## src/rtl/pipe_ctrl_pkg.sv

```systemverilog
// Shared encodings and helpers for the pipeline hazard/forwarding controller.
package pipe_ctrl_pkg;

    // Write-data select encodings
    localparam logic [1:0] WDSEL_ALU = 2'b00;
    localparam logic [1:0] WDSEL_MEM = 2'b01;
    localparam logic [1:0] WDSEL_PC  = 2'b10;

    // EX operand source encodings
    localparam logic [1:0] FWD_RF    = 2'b00;
    localparam logic [1:0] FWD_EXMEM = 2'b01;
    localparam logic [1:0] FWD_MEMWB = 2'b10;

    // Control carried through EX and MEM
    typedef struct packed {
        logic       valid;
        logic       reg_write;
        logic       mem_write;
        logic [4:0] rd;
        logic [1:0] wd_sel;
    } stage_ctrl_t;

    // Control carried into WB (no memory write left to perform)
    typedef struct packed {
        logic       valid;
        logic       reg_write;
        logic [4:0] rd;
        logic [1:0] wd_sel;
    } wb_ctrl_t;

    // True when a producer index matches a consumer index and is not x0
    function automatic logic reg_match(input logic [4:0] prod, input logic [4:0] cons);
        return (prod == cons) && (prod != 5'd0);
    endfunction

endpackage

```

## src/rtl/pipe_hazard_ctrl_fwd_unit.sv

```systemverilog
// Forwarding selector for one EX operand; MEM result beats WB write data.
module fwd_unit
    import pipe_ctrl_pkg::*;
(
    input  logic [4:0] ex_rs,
    input  logic       mem_valid,
    input  logic       mem_reg_write,
    input  logic [4:0] mem_rd,
    input  logic [1:0] mem_wd_sel,
    input  logic       wb_valid,
    input  logic       wb_reg_write,
    input  logic [4:0] wb_rd,
    output logic [1:0] fwd
);

    // Pick the youngest producer; a load still in MEM has no data yet
    always_comb begin
        fwd = FWD_RF;
        if (mem_valid && mem_reg_write && (mem_wd_sel != WDSEL_MEM) && reg_match(mem_rd, ex_rs)) begin
            fwd = FWD_EXMEM;
        end else if (wb_valid && wb_reg_write && reg_match(wb_rd, ex_rs)) begin
            fwd = FWD_MEMWB;
        end else begin
            fwd = FWD_RF;
        end
    end

endmodule

```

## src/rtl/pipe_hazard_ctrl.sv

```systemverilog
// Pipeline control: stage control registers, load-use stall, redirect flush,
// operand forwarding and saturating stall/flush event counters.
module pipe_hazard_ctrl
    import pipe_ctrl_pkg::*;
#(
    parameter int CNT_W = 16
) (
    input  logic             clk,
    input  logic             rst,
    input  logic             id_valid,
    input  logic             id_RegWrite,
    input  logic             id_MemWrite,
    input  logic [1:0]       id_WDSel,
    input  logic [4:0]       id_rs1,
    input  logic [4:0]       id_rs2,
    input  logic [4:0]       id_rd,
    input  logic             id_use_rs1,
    input  logic             id_use_rs2,
    input  logic [4:0]       ex_rs1,
    input  logic [4:0]       ex_rs2,
    input  logic             ex_redirect,
    input  logic             mem_busy,
    output logic             pc_we,
    output logic             ifid_we,
    output logic             ifid_flush,
    output logic             idex_bubble,
    output logic [1:0]       fwd_a,
    output logic [1:0]       fwd_b,
    output logic             ex_valid,
    output logic             ex_RegWrite,
    output logic             ex_MemWrite,
    output logic [4:0]       ex_rd,
    output logic [1:0]       ex_WDSel,
    output logic             mem_valid,
    output logic             mem_RegWrite,
    output logic             mem_MemWrite,
    output logic [4:0]       mem_rd,
    output logic [1:0]       mem_WDSel,
    output logic             wb_valid,
    output logic             wb_RegWrite,
    output logic [4:0]       wb_rd,
    output logic [1:0]       wb_WDSel,
    output logic [CNT_W-1:0] stall_cnt,
    output logic [CNT_W-1:0] flush_cnt
);

    stage_ctrl_t      ex_r;
    stage_ctrl_t      mem_r;
    wb_ctrl_t         wb_r;
    stage_ctrl_t      id_ctrl_s;
    logic [CNT_W-1:0] stall_cnt_r;
    logic [CNT_W-1:0] flush_cnt_r;
    logic             load_use_s;
    logic             stall_evt_s;
    logic             flush_evt_s;

    assign id_ctrl_s = '{valid: id_valid, reg_write: id_RegWrite, mem_write: id_MemWrite,
                         rd: id_rd, wd_sel: id_WDSel};

    // Load in EX whose destination the ID instruction actually reads
    assign load_use_s = id_valid && ex_r.valid && ex_r.reg_write && (ex_r.wd_sel == WDSEL_MEM) &&
                        ((id_use_rs1 && reg_match(ex_r.rd, id_rs1)) ||
                         (id_use_rs2 && reg_match(ex_r.rd, id_rs2)));

    // Redirect wins over load-use; nothing counts while memory is busy
    assign flush_evt_s = ex_redirect && !mem_busy;
    assign stall_evt_s = load_use_s && !ex_redirect && !mem_busy;

    // Front-end enables: reset > busy freeze > redirect flush > load-use stall > run
    always_comb begin
        pc_we       = 1'b1;
        ifid_we     = 1'b1;
        ifid_flush  = 1'b0;
        idex_bubble = 1'b0;
        if (rst) begin
            ifid_flush  = 1'b1;
            idex_bubble = 1'b1;
        end else if (mem_busy) begin
            pc_we   = 1'b0;
            ifid_we = 1'b0;
        end else if (ex_redirect) begin
            ifid_flush  = 1'b1;
            idex_bubble = 1'b1;
        end else if (load_use_s) begin
            pc_we       = 1'b0;
            ifid_we     = 1'b0;
            idex_bubble = 1'b1;
        end else begin
            pc_we = 1'b1;
        end
    end

    // Advance ID->EX->MEM->WB unless memory holds the pipe; bubble loads an empty EX
    always_ff @(posedge clk) begin
        if (rst) begin
            ex_r  <= '0;
            mem_r <= '0;
            wb_r  <= '0;
        end else if (mem_busy) begin
            ex_r  <= ex_r;
            mem_r <= mem_r;
            wb_r  <= wb_r;
        end else begin
            ex_r  <= idex_bubble ? stage_ctrl_t'('0) : id_ctrl_s;
            mem_r <= ex_r;
            wb_r  <= '{valid: mem_r.valid, reg_write: mem_r.reg_write, rd: mem_r.rd, wd_sel: mem_r.wd_sel};
        end
    end

    // Saturating counters of stall cycles and redirect flush cycles
    always_ff @(posedge clk) begin
        if (rst) begin
            stall_cnt_r <= '0;
            flush_cnt_r <= '0;
        end else begin
            if (stall_evt_s && (stall_cnt_r != {CNT_W{1'b1}})) begin
                stall_cnt_r <= stall_cnt_r + {{(CNT_W-1){1'b0}}, 1'b1};
            end else begin
                stall_cnt_r <= stall_cnt_r;
            end
            if (flush_evt_s && (flush_cnt_r != {CNT_W{1'b1}})) begin
                flush_cnt_r <= flush_cnt_r + {{(CNT_W-1){1'b0}}, 1'b1};
            end else begin
                flush_cnt_r <= flush_cnt_r;
            end
        end
    end

    fwd_unit u_fwd_a (
        .ex_rs(ex_rs1), .mem_valid(mem_r.valid), .mem_reg_write(mem_r.reg_write),
        .mem_rd(mem_r.rd), .mem_wd_sel(mem_r.wd_sel), .wb_valid(wb_r.valid),
        .wb_reg_write(wb_r.reg_write), .wb_rd(wb_r.rd), .fwd(fwd_a)
    );

    fwd_unit u_fwd_b (
        .ex_rs(ex_rs2), .mem_valid(mem_r.valid), .mem_reg_write(mem_r.reg_write),
        .mem_rd(mem_r.rd), .mem_wd_sel(mem_r.wd_sel), .wb_valid(wb_r.valid),
        .wb_reg_write(wb_r.reg_write), .wb_rd(wb_r.rd), .fwd(fwd_b)
    );

    assign ex_valid     = ex_r.valid;
    assign ex_RegWrite  = ex_r.reg_write;
    assign ex_MemWrite  = ex_r.mem_write;
    assign ex_rd        = ex_r.rd;
    assign ex_WDSel     = ex_r.wd_sel;
    assign mem_valid    = mem_r.valid;
    assign mem_RegWrite = mem_r.reg_write;
    assign mem_MemWrite = mem_r.mem_write;
    assign mem_rd       = mem_r.rd;
    assign mem_WDSel    = mem_r.wd_sel;
    assign wb_valid     = wb_r.valid;
    assign wb_RegWrite  = wb_r.reg_write;
    assign wb_rd        = wb_r.rd;
    assign wb_WDSel     = wb_r.wd_sel;
    assign stall_cnt    = stall_cnt_r;
    assign flush_cnt    = flush_cnt_r;

endmodule

```

## config.mk

```make
export PLATFORM = sky130hd
export DESIGN_NAME = pipe_hazard_ctrl
export DESIGN_NICKNAME = d
export VERILOG_FILES = /design/src/rtl/pipe_ctrl_pkg.sv /design/src/rtl/pipe_hazard_ctrl_fwd_unit.sv /design/src/rtl/pipe_hazard_ctrl.sv
export SDC_FILE = /design/constraint.sdc
export NUM_CORES = 1
export LEC_CHECK = 0
export CORE_UTILIZATION = 49
export DETAILED_ROUTE_END_ITERATION = 8
export PLACE_DENSITY = 0.85
export SLEW_MARGIN = 20
export SYNTH_ARGS = -nofsm -noshare
export SYNTH_HDL_FRONTEND = slang
export SYNTH_SLANG_ARGS = --single-unit
export TNS_END_PERCENT = 5
```

## constraint.sdc

```tcl
create_clock -name clk -period 5.05 [get_ports clk]
set_input_delay 0.7575 -clock clk [delete_from_list [all_inputs] [get_ports clk]]
set_output_delay 0.7575 -clock clk [all_outputs]
set_load 0.005 [all_outputs]
```

### Yosys cells after proc, flatten, opt, wreduce, memory -nomap -nowiden

Cells that the tools add are included.

* multipliers: 0
* shift operators: 0
* divide/modulo/power cells: 0
* order comparisons: 0
* reductions and logical operators: 30
* bitwise logic cells: 0
* mux-type cells: 16
* equal/unequal tests: 10
* add/sub/neg operators: 2

Operator list (number)
* $add A16 B1 Y16 const B: 2
* $ne A16 B16 Y1 const B: 2
* $eq A5 B5 Y1: 6
* $logic_and A1 B1 Y1: 24
* $reduce_bool A5 Y1: 3
* $mux W1: 11
* $mux W10: 1
* $mux W2: 4
* $eq A2 B1 Y1 const B: 1
* $logic_not A1 Y1: 2
* $ne A2 B1 Y1 const B: 1
* $logic_or A1 B1 Y1: 1

* output and inout port bits: 69
* memories kept: 0
* input bits: 36
* memory bits (writable): 0
* latch bits: 0
* bits in registers: 61
* bits in read-only memories: 0

### Depth between registers and ports, before layout

* depth after elaboration: 10
* depth in mapped cells: 8
* depth with buffers taken out: 6

### Cells and area by module

A second synthesis with hierarchy kept.

* cell total of the unflattened synthesis: 332
* area, all modules: 3045.4 um^2

Modules (own cells, without submodules)
* pipe_hazard_ctrl: area an instance 2717.6 um^2, cells an instance 290, instances 1
* fwd_unit: area an instance 163.9 um^2, cells an instance 21, instances 2

### Least setup slack after synthesis

OpenSTA, ideal clock, no wires.

* path type: input to output
* from: input port id_rs2[4]
* to: output port pc_we
* arrival: 2.158 ns
* slack: 2.135 ns
* data required time: 4.293 ns
* stages: 8
* cells stage by stage: xnor2_1 > nand4_1 > o22a_1 > clkbuf_1 > buf_1 > nor2_1 > o21ai_0 > buf_4

* cells in the longest elaborated chain, start to end: 9

RTL lines
* from (decl): line pipe_hazard_ctrl.sv:15 `input logic [4:0] id_rs2,`
* $eq A5 B5 Y1: line pipe_ctrl_pkg.sv:33 `return (prod == cons) && (prod != 5'd0);`
* $logic_and A1 B1 Y1: line pipe_ctrl_pkg.sv:33
* $logic_and A1 B1 Y1: line pipe_hazard_ctrl.sv:63 `(id_use_rs2 && reg_match(ex_r.rd, id_rs2)));`
* $logic_or A1 B1 Y1: line pipe_hazard_ctrl.sv:62 `((id_use_rs1 && reg_match(ex_r.rd, id_rs1)) ||`
* $logic_and A1 B1 Y1: line pipe_hazard_ctrl.sv:61 `assign load_use_s = id_valid && ex_r.valid && ex_r.reg_write && (ex_r.wd_sel == WDSEL_MEM) &&`
* $mux W1 (4 in series)
* to (decl): line pipe_hazard_ctrl.sv:23 `output logic pc_we,`

No other way between the ends.

### Worst setup path in the final report

* from: input port id_rs2[4]
* to: output port ifid_we

* cells in the longest elaborated chain, start to end: 9

RTL lines
* $eq A5 B5 Y1: line pipe_ctrl_pkg.sv:33
* $logic_and A1 B1 Y1: line pipe_ctrl_pkg.sv:33
* $logic_and A1 B1 Y1: line pipe_hazard_ctrl.sv:63
* $logic_or A1 B1 Y1: line pipe_hazard_ctrl.sv:62
* $logic_and A1 B1 Y1: line pipe_hazard_ctrl.sv:61
* $mux W1: line pipe_hazard_ctrl.sv:84 `end else if (load_use_s) begin`
* $mux W1: line pipe_hazard_ctrl.sv:81 `end else if (ex_redirect) begin`
* $mux W1: line pipe_hazard_ctrl.sv:78 `end else if (mem_busy) begin`
* $mux W1: line pipe_hazard_ctrl.sv:75 `if (rst) begin`
* to (decl): line pipe_hazard_ctrl.sv:24 `output logic ifid_we,`

No other way between the ends.

==> flow_summary.json <==
{
  "status": "completed",
  "synth_most_common_cell": "dfxtp_1",
  "syn_area_per_cell_um2": 8.91,
  "r2r_slack_ns": 2.56,
  "clkPwrFrac_pct": 39.3,
  "netlist_area_um2": 3100,
  "switchingPower_mw": 0.238,
  "finalHoldViolCount": 0,
  "power_leakage_nw": 1.52,
  "period_needed_ns": 3.90,
  "synthCells": 348,
  "yosys.area.top_type": "dfxtp_1",
  "coreArea_um2": 6030,
  "p_int_mw": 0.749,
  "num-fill-cells": 474,
  "synth_top_cells_by_count": "61 x dfxtp_1, 37 x nor2_1, 21 x xor2_1",
  "first_global_vias": 2730,
  "cts_buffer_depth": 2,
  "ys_seq_elements": 61,
  "cts_buffers": 9,
  "drv_slew": 0,
  "portBuffers": 104,
  "avgRoutedWirePerCell_um": 15.6,
  "die-area_um2": 6650,
  "postCtsSetupBuffers": 0,
  "ir_drop_mv": 0.206,
  "cp_slowest_cell": "o22a_1",
  "start_kind": "primary input",
  "crit_start": "id_rs2[4]",
  "dp_hpwl_um": 5860,
  "ys_async_sr_fraction_pct": 0,
  "place_congestion": 0.823,
  "vias_per_cell": 5.78,
  "num_vias": 3037,
  "fin_crit_sh_pct": 77.2,
  "drive_above_1_share_pct": 5.56,
  "cap_violations": 0,
  "max_freq_mhz": 257,
  "ys.flop_type": "dfxtp_1",
  "cts_resized": 0,
  "cp_data_required_time_ns": 4.29,
  "nNetsFinal": 483,
  "end_kind": "primary output",
  "ys_seq_area_share_pct": 39.4,
  "path_cells": "clkdlybuf4s50_1 -> xnor2_1 -> nand4_1 -> o22a_1 -> nor2_1 -> o21ai_0 -> clkdlybuf4s50_1",
  "r2r-start": "ex_rd[0]$_SDFFE_PP0N_",
  "tns_ns": 0,
  "clock_skew_ns": 0.00897,
  "crit_top_cell": "clkdlybuf4s50_1",
  "cts_sinks": 61,
  "worst_hold_slack_ns": 0.503,
  "hold_buffers": 0,
  "io_pins": 105,
  "min_path_cells": 1,
  "start_util_pct": 51.5,
  "synth_cell_types": 44,
  "worstHoldPathType": "reg -> reg",
  "synthesis.nets": 386,
  "finalPower_mw": 0.987,
  "report.final.setup_viol": 0,
  "ctsRootBufferMaster": "clkbuf_8",
  "synth_top_cell_area_share_pct": 39.4,
  "cts_tree": "yes",
  "synth_edf_count": 0,
  "place_inst": 509,
  "worstSetupPathType": "in -> out",
  "die_h_um": 81.6,
  "tightest_slew_ns": 0.888,
  "ys_warn_count": 0,
  "synthTopCellsByArea": "dfxtp_1 39%, mux2i_1 6.5%, xor2_1 5.9%, xnor2_1 4.8%, or4_1 4.6%",
  "cts-htree-levels": 3,
  "clkTransAtPathRegs_ns": 0.07,
  "power.density_nw_per_um2": 227,
  "fp.dieW_um": 81.6,
  "grt_max_degree": 56,
  "n_antenna_cell": 0,
  "antenna_left": 0,
  "antenna_found_initial": 0,
  "rsz0062_at_grt": "false",
  "relSlewSlack_pct": 40.8,
  "rows": 28,
  "seqPwrFrac_pct": 50.5,
  "drt_iter0_markers": 103,
  "cp_slowest_stage_delay_ns": 0.75,
  "switching_share_pct": 24.1,
  "crit_fanout": 31,
  "grt_pass1_wl_um": 13100,
  "cp.arrival_ns": 3.14,
  "crit_end": "ifid_we",
  "comb_power_share_pct": 10.2,
  "r2r_cells": 5,
  "r2r-end": "stall_cnt[6]$_SDFFE_PP0P_",
  "grt_remaining_overflow": 0,
  "stdcell_count": 525,
  "areaGrowthSynthToFinish_pct": 40.1,
  "clk_latency_ns": 0.34,
  "drt-total-wl_um": 8210,
  "drt-pass1-iter-count": 4,
  "track_usage_pct": 25.9,
  "remaining_drc_errors": 0
}
==> layout by cell type, fill, tap and decap left out, drive strengths merged, types with 2 or more instances in the layout <==
cell,synthesis,layout
and4,6,6
and3,4,4
a21oi,20,20
o31ai,15,15
clkdlybuf4s50,0,103
clkinv,0,3
o2111ai,3,3
a211oi,3,3
a22o,10,10
nand3b,2,2
ha,2,2
mux2i,20,20
nor2,37,37
o211ai,6,6
nand2b,3,3
and2,4,4
inv,5,5
or4,20,20
nand2,14,14
xor2,21,21
nand4,12,12
dfxtp,61,61
nand3,9,9
xnor2,17,17
o21ai,9,9
buf,7,3
or3,4,4
nor4,5,5
clkbuf,13,12
nor2b,3,3
nor3,4,4
==> per-stage QoR <==
stage | util, % | cell area (um^2) | setup WS [ns]
6_report | 72.1 | 4350 | 1.15
5_1_grt | 72.1 | 4350 | 0.929
4_1_cts | 72.1 | 4350 | 1.15
3_5_place_dp | 69.2 | 4170 | 1.17
3_3_place_gp | 69.2 | 4170 | 1.25
2_1_floorplan | - | 3100 | 2.13
==> kinds of logic after synthesis <==
kind of cell | count (synthesis) | synth area share [%]
AND/OR/NAND/NOR | 130 | 23.6
AO/OA/AOI/OAI | 71 | 15.6
flip-flops | 61 | 39.4
XOR/XNOR | 38 | 10.7
buffers and inverters | 25 | 3.15
multiplexers | 21 | 6.82
adder cells (fa/ha/maj) | 2 | 0.807
==> state kept, by name, indices dropped and copies added, names as in the netlist <==
| signal | cells |
|---|---|
| flush_cnt | 16 |
| stall_cnt | 16 |
| ex_rd | 5 |
| mem_rd | 5 |
| wb_rd | 5 |
| ex_WDSel | 2 |
| mem_WDSel | 2 |
| wb_WDSel | 2 |
| ex_MemWrite | 1 |
| ex_RegWrite | 1 |
| ex_valid | 1 |
| mem_MemWrite | 1 |
| mem_RegWrite | 1 |
| mem_valid | 1 |
| wb_RegWrite | 1 |
| wb_valid | 1 |
==> worst max-delay path, delay by kind of cell <==
family / cells / cell delay (ns)
AOI/OAI and AO/OA: 2 / 0.98
xor gates and xnor gates: 1 / 0.15
buffers and inverters: 2 / 1.00
and+or+nand+nor: 2 / 0.24
==> area by class of cell <==
class                           instances  area, um^2  share of cell area [%]
Multi-Input combinational cell        262        1780                    41.0
Sequential cell                        61        1220                    28.1
Timing Repair Buffer                  106        1050                    24.2
Clock buffer                           12         155                    3.57
Tap cell                               75        93.8                    2.16
Clock inverter                          4        22.5                   0.518
Inverter                                5        18.8                   0.432
==> worst min path at each step <==
stage | start | to | slack (ns)
finish | ex_MemWrite$_SDFFE_PP0N_ | ex_MemWrite$_SDFFE_PP0N_ | 0.50
global placement | wb_WDSel[0]$_SDFFE_PP0N_ | wb_WDSel[0]$_SDFFE_PP0N_ | 0.48
floorplan | flush_cnt[11]$_SDFFE_PP0P_ | flush_cnt[11]$_SDFFE_PP0P_ | 0.48
detailed placement | ex_MemWrite$_SDFFE_PP0N_ | ex_MemWrite$_SDFFE_PP0N_ | 0.48
global route | ex_MemWrite$_SDFFE_PP0N_ | ex_MemWrite$_SDFFE_PP0N_ | 0.52
CTS | wb_WDSel[1]$_SDFFE_PP0N_ | wb_WDSel[1]$_SDFFE_PP0N_ | 0.51
==> layer usage <==
metal	vias up	part of all wire [%]	track usage, %
li1	1489	-	-
met1	1452	45	32.5
met2	87	49	42.6
met3	9	4.8	5.78
met4	0	1.3	10.9
met5	-	0	0
==> power by group through the flow <==
stage / combinational [mW] / sequential, mW / clock [mW]
after global routing: 0.109 / 0.499 / 0.420
after floorplan: 0.0460 / 0.506 / 0
after global placement: 0.0983 / 0.508 / 0
after detailed placement: 0.101 / 0.508 / 0
final: 0.101 / 0.498 / 0.388
after CTS: 0.101 / 0.498 / 0.393
(Power assumes the default switching activity.)
